`src/rtl/deserializer.sv`:
```
// Serial-to-parallel converter: gathers PARL_WIDTH samples into one word held behind a
// valid/ready output register. Optional sticky overflow flag under DESERIALIZER_OVF_EN.
module deserializer #(
    parameter int DATA_WIDTH = 8,
    parameter int PARL_WIDTH = 4
) (
    input  logic                  clk,
    input  logic                  rst,
    input  logic                  en,
    input  logic                  dir,
    input  logic                  clr,
    input  logic [DATA_WIDTH-1:0] ser,
    output logic [DATA_WIDTH-1:0] par [PARL_WIDTH],
    output logic                  par_valid,
    input  logic                  par_ready,
    output logic                  busy
`ifdef DESERIALIZER_OVF_EN
    ,
    output logic                  ovf
`endif
);

    localparam int CNT_W = (PARL_WIDTH > 1) ? $clog2(PARL_WIDTH) : 1;
    localparam logic [CNT_W-1:0] LAST = CNT_W'(PARL_WIDTH - 1);

    logic [CNT_W-1:0]      cnt;
    logic                  dir_q;
    logic [DATA_WIDTH-1:0] stage     [PARL_WIDTH];
    logic [DATA_WIDTH-1:0] word_next [PARL_WIDTH];
    logic                  eff_dir;
    logic [CNT_W-1:0]      slot;
    logic                  complete;
    logic                  out_free;
    logic                  load;

    // Handshake: par transfers on a rising edge with par_valid & par_ready both high;
    // par and par_valid are held unchanged while par_valid=1 and par_ready=0.
    always_comb begin
        eff_dir  = (cnt == '0) ? dir : dir_q;
        slot     = eff_dir ? (LAST - cnt) : cnt;
        complete = en && !clr && (cnt == LAST);
        out_free = !par_valid || par_ready;
        load     = complete && out_free;
        for (int i = 0; i < PARL_WIDTH; i++) begin
            word_next[i] = (CNT_W'(i) == slot) ? ser : stage[i];
        end
    end

    assign busy = (cnt != '0);

    always_ff @(posedge clk or posedge rst) begin
        if (rst) begin
            cnt       <= '0;
            dir_q     <= 1'b0;
            par_valid <= 1'b0;
            for (int i = 0; i < PARL_WIDTH; i++) begin
                stage[i] <= '0;
                par[i]   <= '0;
            end
        end else begin
            if (clr) begin
                cnt <= '0;
                for (int i = 0; i < PARL_WIDTH; i++) begin
                    stage[i] <= '0;
                end
            end else if (en) begin
                stage[slot] <= ser;
                if (cnt == '0) begin
                    dir_q <= dir;
                end
                cnt <= (cnt == LAST) ? '0 : cnt + 1'b1;
            end
            // A completed word that finds the output occupied is dropped.
            if (load) begin
                par_valid <= 1'b1;
                for (int i = 0; i < PARL_WIDTH; i++) begin
                    par[i] <= word_next[i];
                end
            end else if (par_valid && par_ready) begin
                par_valid <= 1'b0;
            end
        end
    end

`ifdef DESERIALIZER_OVF_EN
    always_ff @(posedge clk or posedge rst) begin
        if (rst) begin
            ovf <= 1'b0;
        end else if (clr) begin
            ovf <= 1'b0;
        end else if (complete && !out_free) begin
            ovf <= 1'b1;
        end
    end
`endif

endmodule

```
`config.mk`:
```
export PLATFORM = sky130hd
export DESIGN_NAME = deserializer
export DESIGN_NICKNAME = d
export VERILOG_FILES = /design/src/rtl/deserializer.sv
export SDC_FILE = /design/constraint.sdc
export NUM_CORES = 1
export LEC_CHECK = 0
export CAP_MARGIN = 10
export CORE_MARGIN = 2
export CORE_UTILIZATION = 40
export CTS_CLUSTER_DIAMETER = 60
export DETAILED_ROUTE_END_ITERATION = 8
export HOLD_SLACK_MARGIN = 0.08
export PLACE_DENSITY = 0.62
export SKIP_LAST_GASP = 1
export SLEW_MARGIN = 20
export SYNTH_ARGS = -nofsm -noshare
export SYNTH_HDL_FRONTEND = slang
export SYNTH_SLANG_ARGS = --single-unit
```
`constraint.sdc`:
```
create_clock -name clk -period 2.89 [get_ports clk]
set_input_delay 0.289 -clock clk [delete_from_list [all_inputs] [get_ports clk]]
set_output_delay 0.289 -clock clk [all_outputs]
set_load 0.05 [all_outputs]
```
# Word level (Yosys, flattened, before mapping)
# Index checks and enable logic that the tools add are counted.
word_totals:
  word_cells: 51
  reg_bits: 68
  out_inout_bits: 34
classes:
  mux: 16
  n_lt_le_gt_ge: 2
  n_addsub: 2
  bitwise: 2
  n_eq_ne: 4
  n_reduce_logical: 14
ops:
  columns: ["op", "count"]
  rows:
  - ["2-to-1 mux 32 bit", 2]
  - ["2-to-1 mux 8 bit", 5]
  - ["bitwise mux 32 bit", 1]
  - ["demux 8 bit (select 2 bit)", 1]
  - ["2-to-1 mux 2 bit", 4]
  - ["nonzero test 2 bit", 3]
  - ["logical AND 1 bit", 5]
  - ["== test 2 bit, first input constant", 2]
  - ["zero test 2 bit", 2]
  - [">= comparator 3 bit, second input constant", 1]
  - ["< comparator 3 x 1 -> 1 bit, second input constant", 1]
  - ["2-to-1 mux 1 bit", 3]
  - ["NOT 2 -> 3 bit", 1]
  - ["adder 2 x 1 -> 2 bit, second input constant", 1]
  - ["== test 1 x 2 -> 1 bit, first input constant", 1]
  - ["== test 2 bit, second input constant", 1]
  - ["zero test 1 bit", 2]
  - ["AND reduction 2 bit", 1]
  - ["subtractor 2 bit, first input constant", 1]
  - ["logical OR 1 bit", 1]
  - ["NOT 1 bit", 1]

# Depth between registers and ports, before layout
depth:
  depth_word: 11
  ltp_mapped: 8
  depth_no_buf: 6

# Worst setup path after synthesis
# Ideal clock, no wire load.
synth_path:
  kind: "flip-flop to flip-flop"
  start: "reg cnt[0]"
  end: "reg stage[0] (netlist name)"
  path_buffers: 1
  t_required_ps: 2811
  setup_time_ps: 79
  t_arrival_ps: 2056
  path_stages_with_launch: 8
  slack_ps: 755
  cell_sequence: "dfrtp_1 inv_1 ha_1 mux2i_4 mux2i_4 and2_1 buf_6 mux2i_1"
synth_via:
  elab_chain_len: 11
  elab_cells_between_ends: 13
  classes_between: "1 x add/sub; 2 x order compare; 7 x mux; 1 x bitwise; 2 x reduce/logical"
synth_rtl:
  columns: ["item", "line_no", "source"]
  rows:
  - ["from (decl)", "26", "logic [CNT_W-1:0] cnt;"]
  - ["from (signal assigned)", "71", "cnt <= (cnt == LAST) ? '0 : cnt + 1'b1;"]
  - ["branches (longest 2 deep; another with subtractor 2 bit)", null, null]
  - ["2-to-1 mux 2 bit *", "40", "slot = eff_dir ? (LAST - cnt) : cnt;"]
  - ["NOT 2 -> 3 bit (implied by the code) *", "67", "stage[slot] <= ser;"]
  - [">= comparator 3 bit (implied by the code) / < comparator 3 x 1 -> 1 bit (equally long branches)", "67", null]
  - ["logical AND 1 bit (implied by the code)", "67", null]
  - ["2-to-1 mux 8 bit (implied by the code)", "67", null]
  - ["demux 8 bit (select 2 bit) *", "67", null]
  - ["bitwise mux 32 bit *", "67", null]
  - ["2-to-1 mux 32 bit *", "66", "end else if (en) begin"]
  - ["2-to-1 mux 32 bit *", "61", "if (clr) begin"]
  - ["to (signal, indexed assignment)", "67", null]
  - ["to (decl)", "28", "logic [DATA_WIDTH-1:0] stage [PARL_WIDTH];"]
# Mark *: on every way between the ends. The select of a mux whose other input is x is not followed.
# A chain may end at the register's enable or synchronous reset.

# Worst setup path after layout
layout_path:
  start: "reg cnt[0]"
  end: "reg par[9] (netlist name)"
layout_via:
  elab_chain_len: 5
  elab_cells_between_ends: 9
  classes_between: "1 x add/sub; 2 x eq/ne; 3 x mux; 3 x reduce/logical"
layout_rtl:
  columns: ["item", "line_no", "source"]
  rows:
  - ["branches (longest 5 deep; another with subtractor 2 bit)", null, null]
  - ["to (signal, indexed assignment)", "77", "par[i] <= word_next[i];"]
  - ["to (decl)", "13", "output logic [DATA_WIDTH-1:0] par [PARL_WIDTH],"]
# Several ways; the timed one is not identified.

==> metrics <==
DP HPWL 4400 µm; first-pass GRT wire length 11,200 µm; largest area contributor in the netlist dfrtp_1; total overflow reported by the global router 0; R2R Setup Slk 620 ps; Final GP Congestion 0.738; Crit path arrival time 2470 ps; critical path capture point par[9]; most frequent cell after synthesis dfrtp_1; RSZ-0062 raised after global routing no; R2R depth 6; final core utilization 0.508; crit share post-route 0.787; critical path type reg2reg; vias in the first global route 2,163; Wirelength per Cell 15.1 µm; final setup vio count 0; # DRC 0; Core Region 7810 µm²; top cells by area, synth dfrtp_1, mux2i_1, nand2b_1; Mapped Cells 282; Worst EP required 3090 ps; CTS buffer count 9; P_leak 1.91 nW; clk root buf clkbuf_8; yosys warns 0; synth-to-layout area growth 22.2%; Tot Pwr 2.43 mW; Worst VDD drop 0.260 mV; die area 8850 µm²; share of cells above drive strength 1 0.0961; filler cell count in the final layout 726; Slew headroom 0.624; Total GRT Usage 0.167; Setup TNS 0 ps; Starting DRT DRC Count 101; Multi-input gate area 1430 µm²; dpl ws 595 ps; Max Fclk 440 MHz; Netlist cell types 21; Post-synth top cells dfrtp_1, mux2i_1, nand2b_1, nand2_1, o21ai_0; final wirelength 6570 µm; status complete, no violations; I/O Buffers 47; Syn Nets 298; Top FF cell, synth dfrtp_1; startpoint class of the critical path flip-flop; Final min period 2270 ps; fin area 3970 µm²; Post-synth ARST share 1.00; Fin. Hold Viols 0; Row Count 32; clk sinks 68; Synth Cell Area 3250 µm²; register area 1700 µm²; crit path capture type flip-flop; DR vias 2,133; Seq/Total Area, Yosys 0.524; chip height 94.1 µm; Combinational Power Share 0.263; Internal 1.65 mW; DRT Pass-1 Iters 4; max-cap violations 0; later-pin clock latency in the skew report 340 ps; power density cells 613 nW/µm²; I/O pin count 48; number of post-CTS setup repair buffers 0; # hold bufs at CTS 0; Max FO, Critical Path 9; worst hold path class in2async; maximum root-to-sink buffer count 2; ant diodes 0; Clk pin slew, worst setup/hold paths 70 ps; register bit count reported by yosys 68; syn_area_per_cell 11.5 µm²; Seq pwr share 0.443; fin worst setup slack 616 ps; die width 94.1 µm; Resized cells post-CTS 0; number of synthesized flops with an enable pin 0; top-area cell type share of the netlist area 0.524; CP startpoint cnt[0]; DRT antenna net count 0; H-tree levels 3; Placement Cell Area 3790 µm²; largest net degree at the start of global routing 65; CTS tree yes; net switching power 0.780 mW; reg2reg end par[9]; initial antenna violation count 0; Clock Skews 10.6 ps; DR vias/cell 4.90; starting density of the core 0.416; final net count 346; Reg-to-Reg Start cnt[0]; Final Max Tran Viols 0; measured slew at the worst slew-check pin 552 ps; Clock Power Share 0.294; Sw Ratio 0.320
-- final cells by class --
type,instances,share of cell area
multi-input cells,194,0.361
clock buffers,12,0.0416
flip-flops and latches,68,0.429
well taps,102,0.0322
clock inverters,2,0.00252
repair buffers,53,0.130
inverters,4,0.00378
-- worst min-delay path by stage --
stage	end	slack, ps
after floorplan	dir_q	440
after detailed placement	par[4]	470
after CTS	par[22]	350
final	par[22]	330
after global routing	par[27]	380
after global placement	par[21]	460
-- power groups by stage --
stage          clock network, mW  logic (mW)  registers (mW)
6_report                   0.716       0.640            1.08
4_1_cts                    0.733       0.651            1.08
5_1_grt                    0.778       0.687            1.09
3_5_place_dp                   0       0.649            1.10
2_1_floorplan                  0       0.306            1.25
3_3_place_gp                   0       0.647            1.09
-- stage by stage --
| stage | cells | hold WS [ps] |
|---|---|---|
| finish | 435 | 333 |
| global route | 435 | 383 |
| CTS | 435 | 354 |
| detailed placement | 421 | 469 |
| global placement | 421 | 461 |
| floorplan | 282 | 439 |
-- placed cells by master, fill, tap and decap left out --
cell type        count
mux2_2               1
nand2b_4             2
clkbuf_8            12
ha_1                 2
or2_2                1
nand3_2              1
nor2_1               2
and2_1               1
nand2b_1            43
o21ai_0             32
nand2_4              1
inv_1                3
mux2i_1             65
mux2i_4              3
nand2_1             36
dfrtp_1             68
mux2_4               2
clkdlybuf4s50_1     47
nor2b_1              1
xnor2_1              1
inv_2                1
buf_4                6
clkinv_2             2
-- worst max-delay path: stages, from the launching register on --
cell,delay (ps)
dfrtp_1,450
inv_1,80
ha_1,240
mux2i_4,400
mux2i_4,590
mux2i_1,280
o21ai_0,90
-- kinds of logic (layout without fill, tap and decap cells) --
| logic type | after synthesis | count (layout) | share of synthesized area |
|---|---|---|---|
| AND/OR/NAND/NOR | 88 | 88 | 0.146 |
| XOR/XNOR | 1 | 1 | 0.00270 |
| AO/OA/AOI/OAI | 32 | 32 | 0.0493 |
| buffers and inverters | 20 | 71 | 0.0359 |
| flip-flops | 68 | 68 | 0.524 |
| adder cells (fa/ha/maj) | 2 | 2 | 0.00771 |
| multiplexers | 71 | 71 | 0.234 |
-- layer usage --
metal	global-route usage	wire length [µm]	vias up
met1	0.228	3140	1053
li1	-	-	1041
met2	0.265	3180	31
met3	0.0289	152	8
met5	0	0	-
met4	0.0652	107	0
-- sequential cells by signal, indices dropped and copies added (netlist names) --
name	flops
par	32
par_valid	1
stage	32
cnt	2
dir_q	1
No activity file was read; power rests on OpenSTA's default activity.
